[config.mk]
export PLATFORM = sky130hd
export DESIGN_NAME = pipe_hazard_ctrl_flat
export DESIGN_NICKNAME = d
export VERILOG_FILES = /design/src/rtl/pipe_hazard_ctrl_pkg.sv /design/src/rtl/pipe_hazard_ctrl_if.sv /design/src/rtl/pipe_hazard_ctrl_hazard_detect.sv /design/src/rtl/pipe_hazard_ctrl.sv /design/src/flat_wrapper.sv
export SDC_FILE = /design/constraint.sdc
export NUM_CORES = 1
export LEC_CHECK = 0
export CAP_MARGIN = 0
export CORE_UTILIZATION = 45
export DETAILED_ROUTE_END_ITERATION = 12
export HOLD_SLACK_MARGIN = 0.08
export PLACE_DENSITY = 0.74
export SYNTH_ARGS = -nofsm -noshare
export SYNTH_HDL_FRONTEND = slang
export SYNTH_HIERARCHICAL = 1
export SYNTH_SLANG_ARGS = --single-unit
[constraint.sdc]
create_clock -name clk -period 2.8 [get_ports clk]
set_input_delay 0.28 -clock clk [delete_from_list [all_inputs] [get_ports clk]]
set_output_delay 0.28 -clock clk [all_outputs]
set_load 0.05 [all_outputs]
[src/rtl/pipe_hazard_ctrl_pkg.sv]
// Shared encodings for the pipeline sequencer: FSM states, PC-source selects
// and the bundle of per-stage control outputs.
package pipe_ctrl_pkg;

   typedef enum logic [2:0] {
      ST_RUN        = 3'd0,
      ST_DIV_WAIT   = 3'd1,
      ST_MEM_WAIT   = 3'd2,
      ST_TRAP_FLUSH = 3'd3,
      ST_REDIRECT   = 3'd4
   } ctrl_state_e;

   localparam logic [1:0] PC_SEL_SEQ    = 2'b00;
   localparam logic [1:0] PC_SEL_BRANCH = 2'b01;
   localparam logic [1:0] PC_SEL_TRAP   = 2'b10;

   localparam logic [4:0] REG_ZERO = 5'd0;

   typedef struct packed {
      logic       stall_if;
      logic       stall_id;
      logic       stall_ex;
      logic       bubble_ex;
      logic       flush_if_id;
      logic       flush_id_ex;
      logic       flush_ex_mem;
      logic [1:0] pc_sel;
      logic       trap_commit;
   } ctrl_out_t;

   function automatic ctrl_out_t ctrl_idle();
      ctrl_out_t c;
      c = '0;
      c.pc_sel = PC_SEL_SEQ;
      return c;
   endfunction

   function automatic ctrl_out_t ctrl_stall_all();
      ctrl_out_t c;
      c = ctrl_idle();
      c.stall_if = 1'b1;
      c.stall_id = 1'b1;
      c.stall_ex = 1'b1;
      return c;
   endfunction

   function automatic ctrl_out_t ctrl_flush_all();
      ctrl_out_t c;
      c = ctrl_idle();
      c.flush_if_id  = 1'b1;
      c.flush_id_ex  = 1'b1;
      c.flush_ex_mem = 1'b1;
      return c;
   endfunction

endpackage

[src/rtl/pipe_hazard_ctrl_if.sv]
// Hazard sources from the pipeline and the stage controls returned to it.
// Divider handshake: ex_div_valid is held by the frozen EX stage until the
// cycle div_done is high; that cycle completes the transfer and no stall is raised.
interface pipe_hazard_ctrl_if;

   logic [4:0] id_rs1_addr;
   logic [4:0] id_rs2_addr;
   logic       id_uses_rs1;
   logic       id_uses_rs2;
   logic       ex_is_load;
   logic [4:0] ex_rd_addr;
   logic       ex_div_valid;
   logic       div_done;
   logic       mem_busy;
   logic       branch_taken;
   logic       trap_req;
   logic       irq_req;
   logic       irq_en;

   logic       stall_if;
   logic       stall_id;
   logic       stall_ex;
   logic       bubble_ex;
   logic       flush_if_id;
   logic       flush_id_ex;
   logic       flush_ex_mem;
   logic [1:0] pc_sel;
   logic       trap_commit;
   logic       trap_is_irq;

   modport master (
      output id_rs1_addr, id_rs2_addr, id_uses_rs1, id_uses_rs2,
      output ex_is_load, ex_rd_addr, ex_div_valid, div_done,
      output mem_busy, branch_taken, trap_req, irq_req, irq_en,
      input  stall_if, stall_id, stall_ex, bubble_ex,
      input  flush_if_id, flush_id_ex, flush_ex_mem,
      input  pc_sel, trap_commit, trap_is_irq
   );

   modport slave (
      input  id_rs1_addr, id_rs2_addr, id_uses_rs1, id_uses_rs2,
      input  ex_is_load, ex_rd_addr, ex_div_valid, div_done,
      input  mem_busy, branch_taken, trap_req, irq_req, irq_en,
      output stall_if, stall_id, stall_ex, bubble_ex,
      output flush_if_id, flush_id_ex, flush_ex_mem,
      output pc_sel, trap_commit, trap_is_irq
   );

endinterface

[src/rtl/pipe_hazard_ctrl_hazard_detect.sv]
// Load-use detector: the instruction in ID reads the register a load in EX
// is about to write. x0 is never a real dependency.
module hazard_detect
   import pipe_ctrl_pkg::*;
(
   input  logic [4:0] rs1_addr,
   input  logic [4:0] rs2_addr,
   input  logic       uses_rs1,
   input  logic       uses_rs2,
   input  logic       ex_is_load,
   input  logic [4:0] ex_rd_addr,
   output logic       load_use
);

   logic rs1_hit;
   logic rs2_hit;

   always_comb begin
      rs1_hit  = uses_rs1 && (rs1_addr == ex_rd_addr);
      rs2_hit  = uses_rs2 && (rs2_addr == ex_rd_addr);
      load_use = ex_is_load && (ex_rd_addr != REG_ZERO) && (rs1_hit || rs2_hit);
   end

endmodule

[src/rtl/pipe_hazard_ctrl.sv]
// Central pipeline sequencer: folds traps, interrupts, memory/divider waits,
// branches and load-use hazards into prioritised stall/bubble/flush controls.
module pipe_hazard_ctrl
   import pipe_ctrl_pkg::*;
#(
   parameter int DIV_TIMEOUT  = 64,
   parameter int FLUSH_CYCLES = 1,
   parameter int CNT_W        = 32
) (
   input  logic             clk,
   input  logic             reset,
   pipe_hazard_ctrl_if.slave ctl,
   output logic             err_div_timeout,
   output logic [CNT_W-1:0] stall_cycles,
   output logic [2:0]       state
);

   localparam int               DIV_W      = $clog2(DIV_TIMEOUT + 1);
   localparam logic [DIV_W-1:0] DIV_LAST   = DIV_W'(DIV_TIMEOUT - 1);
   localparam logic [2:0]       FLUSH_INIT = 3'(FLUSH_CYCLES);

   ctrl_state_e      state_q;
   ctrl_state_e      state_d;
   logic [DIV_W-1:0] div_cnt_q;
   logic [2:0]       flush_cnt_q;
   logic             trap_pending_q;
   logic             trap_is_irq_q;
   logic             err_q;
   logic [CNT_W-1:0] stall_cnt_q;

   logic             load_use;
   logic             take_trap;
   logic             take_irq;
   logic             div_stall_req;
   logic             div_timeout;
   ctrl_out_t        out_c;
   logic             trap_is_irq_c;

   hazard_detect u_hazard_detect (
      .rs1_addr   (ctl.id_rs1_addr),
      .rs2_addr   (ctl.id_rs2_addr),
      .uses_rs1   (ctl.id_uses_rs1),
      .uses_rs2   (ctl.id_uses_rs2),
      .ex_is_load (ctl.ex_is_load),
      .ex_rd_addr (ctl.ex_rd_addr),
      .load_use   (load_use)
   );

   // A trap raised while stalled is remembered and outranks everything in RUN.
   assign take_trap     = ctl.trap_req || trap_pending_q;
   assign take_irq      = ctl.irq_req && ctl.irq_en;
   assign div_stall_req = ctl.ex_div_valid && !ctl.div_done;
   assign div_timeout   = (state_q == ST_DIV_WAIT) && !ctl.div_done && (div_cnt_q == DIV_LAST);

   always_ff @(posedge clk or posedge reset) begin
      if (reset) begin
         state_q <= ST_RUN;
      end else begin
         state_q <= state_d;
      end
   end

   always_comb begin
      state_d = state_q;
      case (state_q)
         ST_RUN: begin
            if (take_trap || take_irq) begin
               state_d = ST_TRAP_FLUSH;
            end else if (ctl.mem_busy) begin
               state_d = ST_MEM_WAIT;
            end else if (div_stall_req) begin
               state_d = ST_DIV_WAIT;
            end
         end
         ST_DIV_WAIT: begin
            if (ctl.div_done || div_timeout) begin
               state_d = ST_RUN;
            end
         end
         ST_MEM_WAIT: begin
            if (!ctl.mem_busy) begin
               state_d = ST_RUN;
            end
         end
         ST_TRAP_FLUSH: begin
            if (flush_cnt_q <= 3'd1) begin
               state_d = ST_REDIRECT;
            end
         end
         ST_REDIRECT: state_d = ST_RUN;
         default:     state_d = ST_RUN;
      endcase
   end

   // Controls are forced quiet while reset is held, even though they decode inputs.
   always_comb begin
      out_c         = ctrl_idle();
      trap_is_irq_c = 1'b0;
      if (!reset) begin
         case (state_q)
            ST_RUN: begin
               if (take_trap || take_irq) begin
                  out_c = ctrl_flush_all();
               end else if (ctl.mem_busy || div_stall_req) begin
                  out_c = ctrl_stall_all();
               end else if (ctl.branch_taken) begin
                  out_c.flush_if_id = 1'b1;
                  out_c.flush_id_ex = 1'b1;
                  out_c.pc_sel      = PC_SEL_BRANCH;
               end else if (load_use) begin
                  out_c.stall_if  = 1'b1;
                  out_c.stall_id  = 1'b1;
                  out_c.bubble_ex = 1'b1;
               end
            end
            ST_DIV_WAIT: begin
               if (div_timeout) begin
                  out_c.flush_ex_mem = 1'b1;
               end else if (!ctl.div_done) begin
                  out_c = ctrl_stall_all();
               end
            end
            ST_MEM_WAIT: begin
               if (ctl.mem_busy) begin
                  out_c = ctrl_stall_all();
               end
            end
            ST_TRAP_FLUSH: out_c = ctrl_flush_all();
            ST_REDIRECT: begin
               out_c.pc_sel      = PC_SEL_TRAP;
               out_c.trap_commit = 1'b1;
               out_c.flush_if_id = 1'b1;
               trap_is_irq_c     = trap_is_irq_q;
            end
            default: out_c = ctrl_idle();
         endcase
      end
   end

   always_ff @(posedge clk or posedge reset) begin
      if (reset) begin
         div_cnt_q      <= '0;
         flush_cnt_q    <= '0;
         trap_pending_q <= 1'b0;
         trap_is_irq_q  <= 1'b0;
         err_q          <= 1'b0;
         stall_cnt_q    <= '0;
      end else begin
         if (state_q == ST_RUN) begin
            div_cnt_q <= '0;
         end else if (state_q == ST_DIV_WAIT) begin
            div_cnt_q <= div_cnt_q + 1'b1;
         end

         if (state_q == ST_RUN) begin
            flush_cnt_q <= FLUSH_INIT;
         end else if (state_q == ST_TRAP_FLUSH) begin
            flush_cnt_q <= flush_cnt_q - 3'd1;
         end

         if (state_q == ST_REDIRECT) begin
            trap_pending_q <= 1'b0;
         end else if (ctl.trap_req && (state_q == ST_DIV_WAIT || state_q == ST_MEM_WAIT)) begin
            trap_pending_q <= 1'b1;
         end

         if (state_q == ST_RUN && (take_trap || take_irq)) begin
            trap_is_irq_q <= !take_trap;
         end

         if (div_timeout) begin
            err_q <= 1'b1;
         end

         if (out_c.stall_if && (stall_cnt_q != {CNT_W{1'b1}})) begin
            stall_cnt_q <= stall_cnt_q + 1'b1;
         end
      end
   end

   assign ctl.stall_if     = out_c.stall_if;
   assign ctl.stall_id     = out_c.stall_id;
   assign ctl.stall_ex     = out_c.stall_ex;
   assign ctl.bubble_ex    = out_c.bubble_ex;
   assign ctl.flush_if_id  = out_c.flush_if_id;
   assign ctl.flush_id_ex  = out_c.flush_id_ex;
   assign ctl.flush_ex_mem = out_c.flush_ex_mem;
   assign ctl.pc_sel       = out_c.pc_sel;
   assign ctl.trap_commit  = out_c.trap_commit;
   assign ctl.trap_is_irq  = trap_is_irq_c;

   assign err_div_timeout = err_q;
   assign stall_cycles    = stall_cnt_q;
   assign state           = state_q;

endmodule

[src/flat_wrapper.sv]
// flat-port wrapper written by rule: the top's interface ports become plain ports
module pipe_hazard_ctrl_flat import pipe_ctrl_pkg::*;
#(
   parameter int DIV_TIMEOUT  = 64,
   parameter int FLUSH_CYCLES = 1,
   parameter int CNT_W        = 32
)
  (clk, reset, err_div_timeout, stall_cycles, state, ctl_id_rs1_addr, ctl_id_rs2_addr, ctl_id_uses_rs1, ctl_id_uses_rs2, ctl_ex_is_load, ctl_ex_rd_addr, ctl_ex_div_valid, ctl_div_done, ctl_mem_busy, ctl_branch_taken, ctl_trap_req, ctl_irq_req, ctl_irq_en, ctl_stall_if, ctl_stall_id, ctl_stall_ex, ctl_bubble_ex, ctl_flush_if_id, ctl_flush_id_ex, ctl_flush_ex_mem, ctl_pc_sel, ctl_trap_commit, ctl_trap_is_irq);
  pipe_hazard_ctrl_if ctl_i ();
  input  logic clk;
  input  logic reset;
  output logic err_div_timeout;
  output logic [CNT_W-1:0] stall_cycles;
  output logic [2:0] state;
  input wire logic [$bits(ctl_i.id_rs1_addr)-1:0] ctl_id_rs1_addr;
  input wire logic [$bits(ctl_i.id_rs2_addr)-1:0] ctl_id_rs2_addr;
  input wire logic [$bits(ctl_i.id_uses_rs1)-1:0] ctl_id_uses_rs1;
  input wire logic [$bits(ctl_i.id_uses_rs2)-1:0] ctl_id_uses_rs2;
  input wire logic [$bits(ctl_i.ex_is_load)-1:0] ctl_ex_is_load;
  input wire logic [$bits(ctl_i.ex_rd_addr)-1:0] ctl_ex_rd_addr;
  input wire logic [$bits(ctl_i.ex_div_valid)-1:0] ctl_ex_div_valid;
  input wire logic [$bits(ctl_i.div_done)-1:0] ctl_div_done;
  input wire logic [$bits(ctl_i.mem_busy)-1:0] ctl_mem_busy;
  input wire logic [$bits(ctl_i.branch_taken)-1:0] ctl_branch_taken;
  input wire logic [$bits(ctl_i.trap_req)-1:0] ctl_trap_req;
  input wire logic [$bits(ctl_i.irq_req)-1:0] ctl_irq_req;
  input wire logic [$bits(ctl_i.irq_en)-1:0] ctl_irq_en;
  output wire logic [$bits(ctl_i.stall_if)-1:0] ctl_stall_if;
  output wire logic [$bits(ctl_i.stall_id)-1:0] ctl_stall_id;
  output wire logic [$bits(ctl_i.stall_ex)-1:0] ctl_stall_ex;
  output wire logic [$bits(ctl_i.bubble_ex)-1:0] ctl_bubble_ex;
  output wire logic [$bits(ctl_i.flush_if_id)-1:0] ctl_flush_if_id;
  output wire logic [$bits(ctl_i.flush_id_ex)-1:0] ctl_flush_id_ex;
  output wire logic [$bits(ctl_i.flush_ex_mem)-1:0] ctl_flush_ex_mem;
  output wire logic [$bits(ctl_i.pc_sel)-1:0] ctl_pc_sel;
  output wire logic [$bits(ctl_i.trap_commit)-1:0] ctl_trap_commit;
  output wire logic [$bits(ctl_i.trap_is_irq)-1:0] ctl_trap_is_irq;
  assign ctl_i.id_rs1_addr = ctl_id_rs1_addr;
  assign ctl_i.id_rs2_addr = ctl_id_rs2_addr;
  assign ctl_i.id_uses_rs1 = ctl_id_uses_rs1;
  assign ctl_i.id_uses_rs2 = ctl_id_uses_rs2;
  assign ctl_i.ex_is_load = ctl_ex_is_load;
  assign ctl_i.ex_rd_addr = ctl_ex_rd_addr;
  assign ctl_i.ex_div_valid = ctl_ex_div_valid;
  assign ctl_i.div_done = ctl_div_done;
  assign ctl_i.mem_busy = ctl_mem_busy;
  assign ctl_i.branch_taken = ctl_branch_taken;
  assign ctl_i.trap_req = ctl_trap_req;
  assign ctl_i.irq_req = ctl_irq_req;
  assign ctl_i.irq_en = ctl_irq_en;
  assign ctl_stall_if = ctl_i.stall_if;
  assign ctl_stall_id = ctl_i.stall_id;
  assign ctl_stall_ex = ctl_i.stall_ex;
  assign ctl_bubble_ex = ctl_i.bubble_ex;
  assign ctl_flush_if_id = ctl_i.flush_if_id;
  assign ctl_flush_id_ex = ctl_i.flush_id_ex;
  assign ctl_flush_ex_mem = ctl_i.flush_ex_mem;
  assign ctl_pc_sel = ctl_i.pc_sel;
  assign ctl_trap_commit = ctl_i.trap_commit;
  assign ctl_trap_is_irq = ctl_i.trap_is_irq;
  pipe_hazard_ctrl #(.DIV_TIMEOUT(DIV_TIMEOUT), .FLUSH_CYCLES(FLUSH_CYCLES), .CNT_W(CNT_W)) u_core (.clk(clk), .reset(reset), .ctl(ctl_i), .err_div_timeout(err_div_timeout), .stall_cycles(stall_cycles), .state(state));
endmodule
== After elaboration in Yosys (flattened, before gate mapping) ==
Cells that the tools add are included.

* Add/subtract/negate cells: 3
* Reductions and logical operators: 26
* Equality and inequality tests: 12
* Multiplexer cells: 36
* $lt $le $gt $ge: 1

{| class="wikitable"
|+ Operator list
! cell !! number
|-
| 10-bit two-way mux || 4
|-
| 32-bit by 1-bit adder with 32-bit output, second input constant || 1
|-
| 32-bit != test, second input constant || 1
|-
| 3-bit two-way mux || 10
|-
| 3-bit one-hot mux with 4 select lines || 2
|-
| 7-bit two-way mux || 2
|-
| 4-bit one-hot mux with 3 select lines || 1
|-
| 1-bit logical AND || 11
|-
| 5-bit equality test || 2
|-
| 2-bit two-way mux || 5
|-
| 1-bit two-way mux || 9
|-
| 2-bit one-hot mux with 4 select lines || 1
|-
| 7-bit by 1-bit adder with 7-bit output, second input constant || 1
|-
| 7-bit by 6-bit equality test with 1-bit output, second input constant || 1
|-
| 3-bit by 2-bit equality test with 1-bit output, second input constant || 2
|-
| 1-bit logical OR || 6
|-
| 6-bit two-way mux || 1
|-
| 2-bit nonzero test || 3
|-
| 5-bit nonzero test || 1
|-
| 2-bit by 1-bit != test with 1-bit output, second input constant || 2
|-
| 4-bit by 2-bit != test with 1-bit output, second input constant || 1
|-
| 1-bit one-hot mux with 4 select lines || 1
|-
| 4-bit AND reduction || 1
|-
| 3-bit by 1-bit equality test with 1-bit output, second input constant || 1
|-
| 7 further kinds || 8
|}

* Bits in registers: 48
* Output and inout port bits: 47
* Word-level logic and storage cells: 85
* Input port bits: 27

== Logic depth before layout (Yosys ltp) ==
Gate-level depths: netlist of run 1.

* Word-level depth: 11
* Depth in mapped cells: 10
* Depth with buffers taken out: 9

== Cells and area by module ==
The synthesis of run 1 kept the hierarchy.

{| class="wikitable"
|+ By module, submodules not included
! module !! cells each !! area each (sq um) !! times used
|-
| pipe_hazard_ctrl || 275 || 2,641.3 || 1
|-
| hazard_detect || 17 || 133.9 || 1
|}

== Worst setup path after synthesis of run 1 ==
No wires, ideal clock.

* Kind: register -> output
* Start point: reg u_core.state_q[0] (netlist: u_core/state[0])
* End point: out ctl_bubble_ex
* Cell stages (with the launch flop): 5
* Path slack: -0.373 ns
* Buffers on the path: 1
* Arrival time: 2.893 ns
* Cells stage by stage: dfrtp_1 clkbuf_1 nor3_1 nand2_1 nor4_1

* Cells in the longest elaborated chain, start to end: 6
* Elaborated cells on any way between the ends: 8

{| class="wikitable"
|+ RTL lines
! element !! RTL line !! source
|-
| start, declared || pipe_hazard_ctrl.sv:22 || <nowiki>ctrl_state_e state_q;</nowiki>
|-
| start signal, assigned || pipe_hazard_ctrl.sv:59 || <nowiki>state_q <= state_d;</nowiki>
|-
| 3-bit by 1-bit equality test with 1-bit output || pipe_hazard_ctrl.sv:53, pipe_hazard_ctrl.sv:100 ||
|-
| 1-bit logical AND (2 in series) || pipe_hazard_ctrl.sv:53 || <nowiki>assign div_timeout = (state_q == ST_DIV_WAIT) && !ctl.div_done && (div_cnt_q == DIV_LAST);</nowiki>
|-
| 6-bit two-way mux || pipe_hazard_ctrl.sv:117 || <nowiki>if (div_timeout) begin</nowiki>
|-
| 4-bit one-hot mux with 3 select lines * || pipe_hazard_ctrl.sv:100 || <nowiki>case (state_q)</nowiki>
|-
| 10-bit two-way mux * || pipe_hazard_ctrl.sv:99 || <nowiki>if (!reset) begin</nowiki>
|-
| end, declared || flat_wrapper.sv:31 || <nowiki>output wire logic [$bits(ctl_i.bubble_ex)-1:0] ctl_bubble_ex;</nowiki>
|}

Mark *: on every way between the ends. The rest lies on a longest branch, timed or not.

== Worst setup path after layout of run 1 ==
* Start point: in ctl_ex_rd_addr[3]
* End point: out ctl_stall_id

* Cells in the longest elaborated chain, start to end: 10
* Elaborated cells on any way between the ends: 14

{| class="wikitable"
|+ RTL lines
! element !! RTL line !! source
|-
| start, declared || flat_wrapper.sv:20 || <nowiki>input wire logic [$bits(ctl_i.ex_rd_addr)-1:0] ctl_ex_rd_addr;</nowiki>
|-
| 5-bit equality test (on tied branches) || pipe_hazard_ctrl_hazard_detect.sv:19, pipe_hazard_ctrl_hazard_detect.sv:20 ||
|-
| 1-bit logical AND (on tied branches) || pipe_hazard_ctrl_hazard_detect.sv:19, pipe_hazard_ctrl_hazard_detect.sv:20 ||
|-
| 1-bit logical OR || pipe_hazard_ctrl_hazard_detect.sv:21 || <nowiki>load_use = ex_is_load && (ex_rd_addr != REG_ZERO) && (rs1_hit || rs2_hit);</nowiki>
|-
| 1-bit logical AND * || pipe_hazard_ctrl_hazard_detect.sv:21 ||
|-
| net u_core.load_use || pipe_hazard_ctrl.sv:31 || <nowiki>logic load_use;</nowiki>
|-
| 2-bit two-way mux * || pipe_hazard_ctrl.sv:110 || <nowiki>end else if (load_use) begin</nowiki>
|-
| 2-bit two-way mux * || pipe_hazard_ctrl.sv:106 || <nowiki>end else if (ctl.branch_taken) begin</nowiki>
|-
| 2-bit two-way mux * || pipe_hazard_ctrl.sv:104 || <nowiki>end else if (ctl.mem_busy || div_stall_req) begin</nowiki>
|-
| 10-bit two-way mux * || pipe_hazard_ctrl.sv:102 || <nowiki>if (take_trap || take_irq) begin</nowiki>
|-
| 4-bit one-hot mux with 3 select lines * || pipe_hazard_ctrl.sv:100 ||
|-
| 10-bit two-way mux * || pipe_hazard_ctrl.sv:99 ||
|-
| end, declared || flat_wrapper.sv:29 || <nowiki>output wire logic [$bits(ctl_i.stall_id)-1:0] ctl_stall_id;</nowiki>
|}

The timed path passes the listed nets; every way through them passes the cells marked *.

==> run summary, run 1 <==
OUTCOME
----------------------------------------------------------------------------
Run status                                                         completed

POWER
----------------------------------------------------------------------------
Sequential share of power                                              36.5%
Leakage power                                                        1.78 nW
Clock power frac                                                       17.2%
Power Internal                                                       1.43 mW
Fraction of power spent switching nets                                 42.1%
Total power of the final layout                                      2.47 mW
Areal power density over the cells                               651 mW/mm^2
Worst VDD drop                                                        647 uV
Fraction of power consumed by combinational cells                      46.3%
Net switching power of the design                                    1.04 mW

WORST SETUP PATH
----------------------------------------------------------------------------
Slowest stage cell on the critical path                         sky130_fd_sc_hd__clkdlybuf4s50_1
Max incr delay on CP                                                 0.47 ns
R2R Path Start                                                  u_core/div_cnt_q[0]
Minimum setup slack among reg-to-reg paths                           0.44 ns
Crit. Startpoint                                                ctl_ex_rd_addr[3]
Worst Path Arrival                                                   2.38 ns
Critical path, cell by cell                                     clkdlybuf4s50_1, or4_1, o21ai_1, a21oi_1, a221o_1, a221o_2, and2_4, buf_6
Sort of element at the start of the critical path                 input port
Worst reg2reg path depth                                                   7
Crit Reg-Reg Endpoint                                           u_core/state[0]
Critical path type                                                 in -> out
Crit path max fanout                                                       3
Data required, critical path                                         2.52 ns
Critical Path End Type                                           output port

CLOCK TREE
----------------------------------------------------------------------------
Clk_lat worst skew                                                   0.30 ns
Clock-pin transition on the worst setup and hold timing paths        0.08 ns
Number of CTS-inserted buffers                                             5
Number of levels the H-tree was split into                                 2
CTS max path bufs                                                          2
CTS Hold Buffers Added                                                     0
Clock tree from TritonCTS                                               done
Clock tree sinks                                                          48
Clk Tree Root Cell                                              sky130_fd_sc_hd__clkbuf_8

YOSYS
----------------------------------------------------------------------------
Total of warnings raised by yosys                                          6
Xor and xnor fraction of the mapped netlist area                       13.6%
Post-synthesis instance area                                    0.00278 mm^2
Simple-gate share of the synthesized area                              28.2%
Post-synth net total                                                     323
EDFF count, synth                                                          0
Cell types occupying the most area after synthesis              sky130_fd_sc_hd__dfrtp_1 (43%), sky130_fd_sc_hd__xor2_1 (11%), sky130_fd_sc_hd__nand3_1 (4.5%), sky130_fd_sc_hd__nand2_1 (3.8%), sky130_fd_sc_hd__nor2_1 (3.1%)
Main combinational cell family by area after synthesis          simple AND/OR/NAND/NOR gates
Post-synthesis cell count                                                292
Mux share of post-synthesis cell area                                 0.406%
Post-synthesis async set-or-reset flop share                            100%
Compound-Gate Fraction of Synth Area                                   8.61%
Number of distinct library cells after synthesis                          50
Sequential-to-total area share from yosys stat                         43.3%
Most instantiated flip-flop cell in the synthesis netlist       sky130_fd_sc_hd__dfrtp_1
Flops & latches, synth                                                    48
Library cell with the largest summed area after synthesis       sky130_fd_sc_hd__dfrtp_1
Share of the synthesized area in the top cell type                     43.3%
Synth Area in Adders                                                   1.80%
Average footprint of a synthesized cell                            9.50 um^2

DETAILED ROUTING
----------------------------------------------------------------------------
Drt via density                                                         5.40
Detailed Routing Iterations Pass 1                                         4
Number of design rule violations left after detail routing                 0
Initial DRC Count                                                        123
Antenna viol nets, final                                                   0
Wire length per cell                                                 13.8 um
Vias                                                                   2,419
DRT Wirelength                                                       6190 um

TIMING
----------------------------------------------------------------------------
Fraction of the cycle the final worst path needs                       95.0%
WHS                                                                 0.474 ns
Minimum period implied by the final worst setup slack                2.66 ns
# setup viols final                                                        0
Final Hold Fails                                                           0
Worst slew pin tran                                                 0.607 ns
Worst setup skew after layout                                     0.00657 ns
Count of final max-slew check failures                                     0
RSZ-0062 raised after global routing                                   false
Max Freq                                                             376 MHz
Worst slew margin relative to its limit                                59.6%

FLOORPLAN
----------------------------------------------------------------------------
Initial cell density of the core                                       46.9%
Die height                                                           80.5 um
Number of ports placed on the die boundary                                74
Die X-Extent                                                         80.5 um
Die area                                                        0.00649 mm^2
Placement Rows                                                            28
Area of the core                                                0.00592 mm^2

GLOBAL ROUTING
----------------------------------------------------------------------------
Overall overflow remaining after global route                              0
Pin count of the biggest net entering global routing                      49
Via count of the first global-routing pass                             2,289
Initial antenna violation count                                            0
Global-route wire length before repair                             10,400 um
Global routing usage summed across all routing layers                  20.9%

PLACE
----------------------------------------------------------------------------
I/O Buffers                                                               73
RePlAce Congestion                                                     0.843
Post-placement cell area                                        0.00368 mm^2
Placed wire-length estimate after detailed placement                 4700 um
Number of placed instances, taps included                                440

CELLS AND AREA
----------------------------------------------------------------------------
Antenna cell count                                                         0
Final design instance area without fill                         0.00380 mm^2
Net count, final                                                         403
Area added between synthesis and finish                                37.0%
Fin util                                                               64.2%
Fraction of layout instances using a drive strength above 1            12.9%
Final instance count without filler cells                                448

MIN PATH
----------------------------------------------------------------------------
Destination of the worst hold path                              u_core/err_div_timeout
Worst min-delay path category                                     reg -> reg
Hold Crit Depth                                                            1
Origin of the worst min-delay path                              u_core/err_div_timeout

RUN
----------------------------------------------------------------------------
# Max-Cap Violations                                                       0

metal layers:
metal	global-route usage (%)	share of wire (%)	wire, um	up-vias
met5	0	0	0	-
met4	6.96	1.4	88	0
met3	4.32	4.4	275	6
met2	35.9	51	3160	73
met1	26.0	43	2660	1153
li1	-	-	-	1187
area by class of cell:
type | instances | area (um^2)
Clock buffer | 8 | 90.1
Fill cell | 516 | 2120
Inverter | 12 | 45.0
Multi-Input combinational cell | 221 | 1480
Sequential cell | 48 | 1200
Tap cell | 75 | 93.8
Timing Repair Buffer | 84 | 888
power by group through the flow:
| stage | logic [mW] | registers (mW) | clock network (mW) |
|---|---|---|---|
| after floorplan | 0.607 | 1.03 | 0 |
| after global placement | 1.12 | 0.910 | 0 |
| after detailed placement | 1.14 | 0.914 | 0 |
| after CTS | 1.15 | 0.902 | 0.438 |
| after global routing | 1.23 | 0.919 | 0.463 |
| final | 1.15 | 0.902 | 0.426 |
worst max path at each step:
stage | to | slack [ns] | cells past startpoint
after CTS | ctl_stall_id | 0.03 | 8
after detailed placement | u_core/stall_cycles[18] | -0.13 | 11
after global placement | u_core/stall_cycles[1] | -0.09 | 9
after global routing | ctl_stall_if | 0.02 | 8
final | ctl_stall_id | 0.14 | 8
after floorplan | ctl_trap_is_irq | 0.05 | 3
repair_timing:
| action | 4_1_cts | 5_1_grt |
|---|---|---|
| resized for setup | 3 | 5 |
| buffers inserted | 0 | 0 |
| endpoints found under the hold margin | 0 | 0 |
| setup endpoints to repair | 2 | 5 |
| cloned | 0 | 0 |
worst max-delay path, delay by kind of cell:
| kind | cells | cell delay [ns] |
|---|---|---|
| AOI/OAI and AO/OA | 4 | 0.88 |
| buffers and inverters | 2 | 0.62 |
| and+or+nand+nor | 2 | 0.60 |
flip-flops by register name, summed over array words and instances (netlist names):
| name | cells |
|---|---|
| u_core/stall_cycles | 32 |
| u_core/div_cnt_q | 7 |
| u_core/flush_cnt_q | 3 |
| u_core/state | 3 |
| u_core/err_div_timeout | 1 |
| u_core/trap_is_irq_q | 1 |
| u_core/trap_pending_q | 1 |
Yosys cell counts (2+ instances only):
library cell / instances
sky130_fd_sc_hd__nand3_1: 25
sky130_fd_sc_hd__o31ai_1: 2
sky130_fd_sc_hd__or3_1: 3
sky130_fd_sc_hd__nand2_1: 28
sky130_fd_sc_hd__buf_6: 2
sky130_fd_sc_hd__nor4_4: 2
sky130_fd_sc_hd__a21o_1: 4
sky130_fd_sc_hd__nor2_1: 23
sky130_fd_sc_hd__xor2_1: 35
sky130_fd_sc_hd__and2_1: 5
sky130_fd_sc_hd__xnor2_1: 8
sky130_fd_sc_hd__nor4b_1: 2
sky130_fd_sc_hd__or2_2: 3
sky130_fd_sc_hd__nor3_2: 2
sky130_fd_sc_hd__dfrtp_1: 48
sky130_fd_sc_hd__buf_4: 2
sky130_fd_sc_hd__or4_1: 2
sky130_fd_sc_hd__a21oi_1: 8
sky130_fd_sc_hd__nor3_1: 13
sky130_fd_sc_hd__nor2b_1: 2
sky130_fd_sc_hd__nand4_1: 5
sky130_fd_sc_hd__clkbuf_1: 2
sky130_fd_sc_hd__inv_1: 12
sky130_fd_sc_hd__a211oi_1: 2
sky130_fd_sc_hd__and3_1: 4
sky130_fd_sc_hd__o21ai_0: 6
sky130_fd_sc_hd__ha_1: 4
sky130_fd_sc_hd__nor4_1: 8
sky130_fd_sc_hd__a211o_1: 2
sky130_fd_sc_hd__buf_2: 5
sky130_fd_sc_hd__and4_1: 3
sky130_fd_sc_hd__a221oi_1: 2
layout by cell type, fill, tap and decap left out, drive strengths merged, types with 5 or more instances in the layout:
cell type       n
nand2          28
clkdlybuf4s50  59
inv            12
o21ai           7
and2            5
xor2           35
xnor2           8
buf            22
nor3           16
nor2           24
nand4           6
nor4           11
nand3          26
dfrtp          48
a21oi           8
clkbuf          8
per-stage QoR:
stage / worst slack (ns) / TNS [ns]
floorplan: 0.0493 / 0
global placement: -0.0909 / -1.28
CTS: 0.0270 / 0
detailed placement: -0.134 / -2.24
global route: 0.0245 / 0
finish: 0.141 / 0
logic make-up after synthesis:
logic type | after synthesis
compound gates | 35
flops | 48
buf+inv | 23
fa+ha+maj | 4
xor+xnor | 43
mux | 1
simple gates | 138
No activity file was read; power rests on OpenSTA's default activity.
==> run 2, diff against run 1 <==
Settings changed: CTS_CLUSTER_SIZE set to 8.
==> results of run 2 <==
The final DEF is identical to that of run 1; final timing and power are the same.
==> run 3, diff against run 2 <==
Settings changed: ABC_CLOCK_PERIOD_IN_PS set to 2800, CELL_PAD_IN_SITES_DETAIL_PLACEMENT set to 0, CELL_PAD_IN_SITES_GLOBAL_PLACEMENT set to 1, CORE_UTILIZATION 45 to 37, PLACE_DENSITY 0.74 to 0.8.
==> run summary, run 3 (synthesis results as in run 1) <==
CLOCK TREE
----------------------------------------------------------------------------
Clock tree from TritonCTS                                               done   unchanged
Number of levels the H-tree was split into                                 2   unchanged
Clk_lat worst skew                                                   0.30 ns   about the same
Number of setup buffers added after CTS                                    0   unchanged
CTS max path bufs                                                          2   unchanged
Clk Tree Root Cell                                              sky130_fd_sc_hd__clkbuf_8   unchanged
Number of CTS-inserted buffers                                             5   unchanged
Clock tree sinks                                                          48   unchanged
Clock-pin transition on the worst setup and hold timing paths        0.08 ns   about the same
CTS Hold Buffers Added                                                     0   unchanged
Total of cells resized after clock tree synthesis                          3   unchanged

DETAILED ROUTING
----------------------------------------------------------------------------
Number of design rule violations left after detail routing                 0   unchanged
Detailed Routing Iterations Pass 1                                         4   unchanged
Initial DRC Count                                                         79   was 123
Antenna viol nets, final                                                   0   unchanged
Drt via density                                                         5.00   was 5.40
DRT Wirelength                                                       6310 um   was 6190 um
Vias                                                                   2,366   was 2,419
Wire length per cell                                                 13.3 um   was 13.8 um

WORST SETUP PATH
----------------------------------------------------------------------------
Sort of element at the start of the critical path                 input port   unchanged
Worst Path Arrival                                                   2.43 ns   was 2.38 ns
R2R Path Start                                                  u_core/div_cnt_q[0]   unchanged
Slowest stage cell on the critical path                         sky130_fd_sc_hd__or4_1   was sky130_fd_sc_hd__clkdlybuf4s50_1
Crit Reg-Reg Endpoint                                           u_core/stall_cycles[1]   was u_core/state[0]
Worst reg2reg path depth                                                   7   unchanged
Minimum setup slack among reg-to-reg paths                           0.41 ns   was 0.44 ns
Max incr delay on CP                                                 0.48 ns   was 0.47 ns
Crit path max fanout                                                       3   unchanged
Crit. Startpoint                                                ctl_ex_rd_addr[2]   was ctl_ex_rd_addr[3]
Critical path type                                                 in -> out   unchanged
Critical path, cell by cell                                     clkdlybuf4s50_1, or4_1, o21ai_1, a21oi_1, a221o_1, a221o_2, and2_4, buf_6   unchanged
Critical Path End Type                                           output port   unchanged
Data required, critical path                                         2.52 ns   about the same

TIMING
----------------------------------------------------------------------------
# setup viols final                                                        0   unchanged
RSZ-0062 raised after global routing                                   false   unchanged
Fraction of the cycle the final worst path needs                       96.9%   was 95.0%
WHS                                                                 0.482 ns   was 0.474 ns
Count of final max-slew check failures                                     0   unchanged
Worst setup skew after layout                                     0.00610 ns   was 0.00657 ns
Worst slew pin tran                                                 0.597 ns   was 0.607 ns
Max Freq                                                             369 MHz   was 376 MHz
Worst slew margin relative to its limit                                60.2%   was 59.6%
Final Hold Fails                                                           0   unchanged
Slack of the critical path                                         0.0866 ns   was 0.141 ns
Minimum period implied by the final worst setup slack                2.71 ns   was 2.66 ns

GLOBAL ROUTING
----------------------------------------------------------------------------
Global routing usage summed across all routing layers                  17.2%   was 20.9%
Met2 usage                                                             29.5%   was 35.9%
Via count of the first global-routing pass                             2,256   was 2,289
Global-route wire length before repair                             10,400 um   about the same
Pin count of the biggest net entering global routing                      49   unchanged
Overall overflow remaining after global route                              0   unchanged
Initial antenna violation count                                            0   unchanged
Global Route met1 Usage                                                22.3%   was 26.0%
Most Used Layer, Global Route                                           met2   unchanged
Global routing usage on met3                                           3.64%   was 4.32%

FLOORPLAN
----------------------------------------------------------------------------
Placement Rows                                                            31   was 28
Die area                                                        0.00785 mm^2   was 0.00649 mm^2
Area of the core                                                0.00725 mm^2   was 0.00592 mm^2
Number of ports placed on the die boundary                                74   unchanged
Die height                                                           88.6 um   was 80.5 um
Initial cell density of the core                                       38.3%   was 46.9%
Die X-Extent                                                         88.6 um   was 80.5 um

OUTCOME
----------------------------------------------------------------------------
Run status                                                         completed   unchanged

POWER
----------------------------------------------------------------------------
Total power of the final layout                                      2.51 mW   was 2.47 mW
Power Internal                                                       1.47 mW   was 1.43 mW
Sequential share of power                                              34.8%   was 36.5%
Net switching power of the design                                    1.04 mW   about the same
Areal power density over the cells                               651 mW/mm^2   about the same
Leakage power                                                        1.79 nW   was 1.78 nW
Worst VDD drop                                                        563 uV   was 647 uV
Fraction of power spent switching nets                                 41.4%   was 42.1%
Fraction of power consumed by combinational cells                      47.7%   was 46.3%
Clock power frac                                                       17.5%   was 17.2%

CELLS AND AREA
----------------------------------------------------------------------------
Net count, final                                                         405   was 403
Top library cells by usage in the layout, fill and taps aside   sky130_fd_sc_hd__clkdlybuf4s50_1 (60), sky130_fd_sc_hd__dfrtp_1 (48), sky130_fd_sc_hd__xor2_1 (35)   was sky130_fd_sc_hd__clkdlybuf4s50_1 (59), sky130_fd_sc_hd__dfrtp_1 (48), sky130_fd_sc_hd__xor2_1 (35)
Antenna cell count                                                         0   unchanged
Max FFs per register                                                      32   unchanged
Filler cell count                                                        712   was 516
Fin util                                                               53.1%   was 64.2%
Area added between synthesis and finish                                38.8%   was 37.0%
Fraction of layout instances using a drive strength above 1            13.6%   was 12.9%
Most common library cell in the layout ignoring fill and taps   sky130_fd_sc_hd__clkdlybuf4s50_1   unchanged

MIN PATH
----------------------------------------------------------------------------
Origin of the worst min-delay path                              u_core/err_div_timeout   unchanged
Destination of the worst hold path                              u_core/err_div_timeout   unchanged
Hold Crit Depth                                                            1   unchanged
Worst min-delay path category                                     reg -> reg   unchanged

PLACE
----------------------------------------------------------------------------
RePlAce Congestion                                                     0.775   was 0.843
Worst setup slack after placement                                  -0.142 ns   was -0.134 ns
Placed wire-length estimate after detailed placement                 4740 um   was 4700 um
I/O Buffers                                                               73   unchanged

RUN
----------------------------------------------------------------------------
# Max-Cap Violations                                                       0   unchanged

## run 3: changes by cell type in the layout (fill, tap and decap cells not counted), sizes merged
cell	before	now
buf	22	24
clkbuf	8	7
clkdlybuf4s50	59	60
dlymetal6s2s	3	2
## run 3: worst max-delay path: cells and delay by family
family	cells	cell delay (ns)
buffers and inverters	2	0.61
and+or+nand+nor	2	0.66
AOI/OAI and AO/OA	4	0.89
## run 3: layout make-up
type                       count  area, um^2  area share (%)
clock buffer                   7        96.3            2.50
tap                           99         124            3.22
multi-input combinational    221        1480            38.5
timing repair buffer          86         901            23.4
inverter                      12        45.0            1.17
sequential                    48        1200            31.2
## run 3: worst max path at each step
stage                     slack, ns                       to
after floorplan                0.05          ctl_trap_is_irq
after global placement        -0.12  u_core/stall_cycles[20]
after detailed placement      -0.14   u_core/stall_cycles[1]
after CTS                     0.008             ctl_stall_id
after global routing          0.007             ctl_stall_if
final                          0.09             ctl_stall_id
## run 3: power groups by stage
stage / registers, mW / logic (mW) / clock network (mW)
global placement: 0.883 / 1.18 / 0
floorplan: 1.03 / 0.607 / 0
CTS: 0.873 / 1.20 / 0.451
global route: 0.888 / 1.30 / 0.478
finish: 0.874 / 1.20 / 0.438
detailed placement: 0.886 / 1.19 / 0
## run 3: metrics by stage
stage          area [um^2]  std cells  TNS, ns
6_report              3850        473        0
5_1_grt               3850        473        0
2_1_floorplan         2790        292        0
3_5_place_dp          3730        466    -2.67
3_3_place_gp          3730        466    -1.89
4_1_cts               3830        473        0
## run 3: per-layer routing
| metal | vias up | part of all wire (%) | wire length, um |
|---|---|---|---|
| li1 | 1188 | - | - |
| met1 | 1100 | 46 | 2910 |
| met2 | 73 | 48 | 3010 |
| met3 | 5 | 5.1 | 324 |
| met4 | 0 | 0.94 | 59 |
| met5 | - | 0 | 0 |
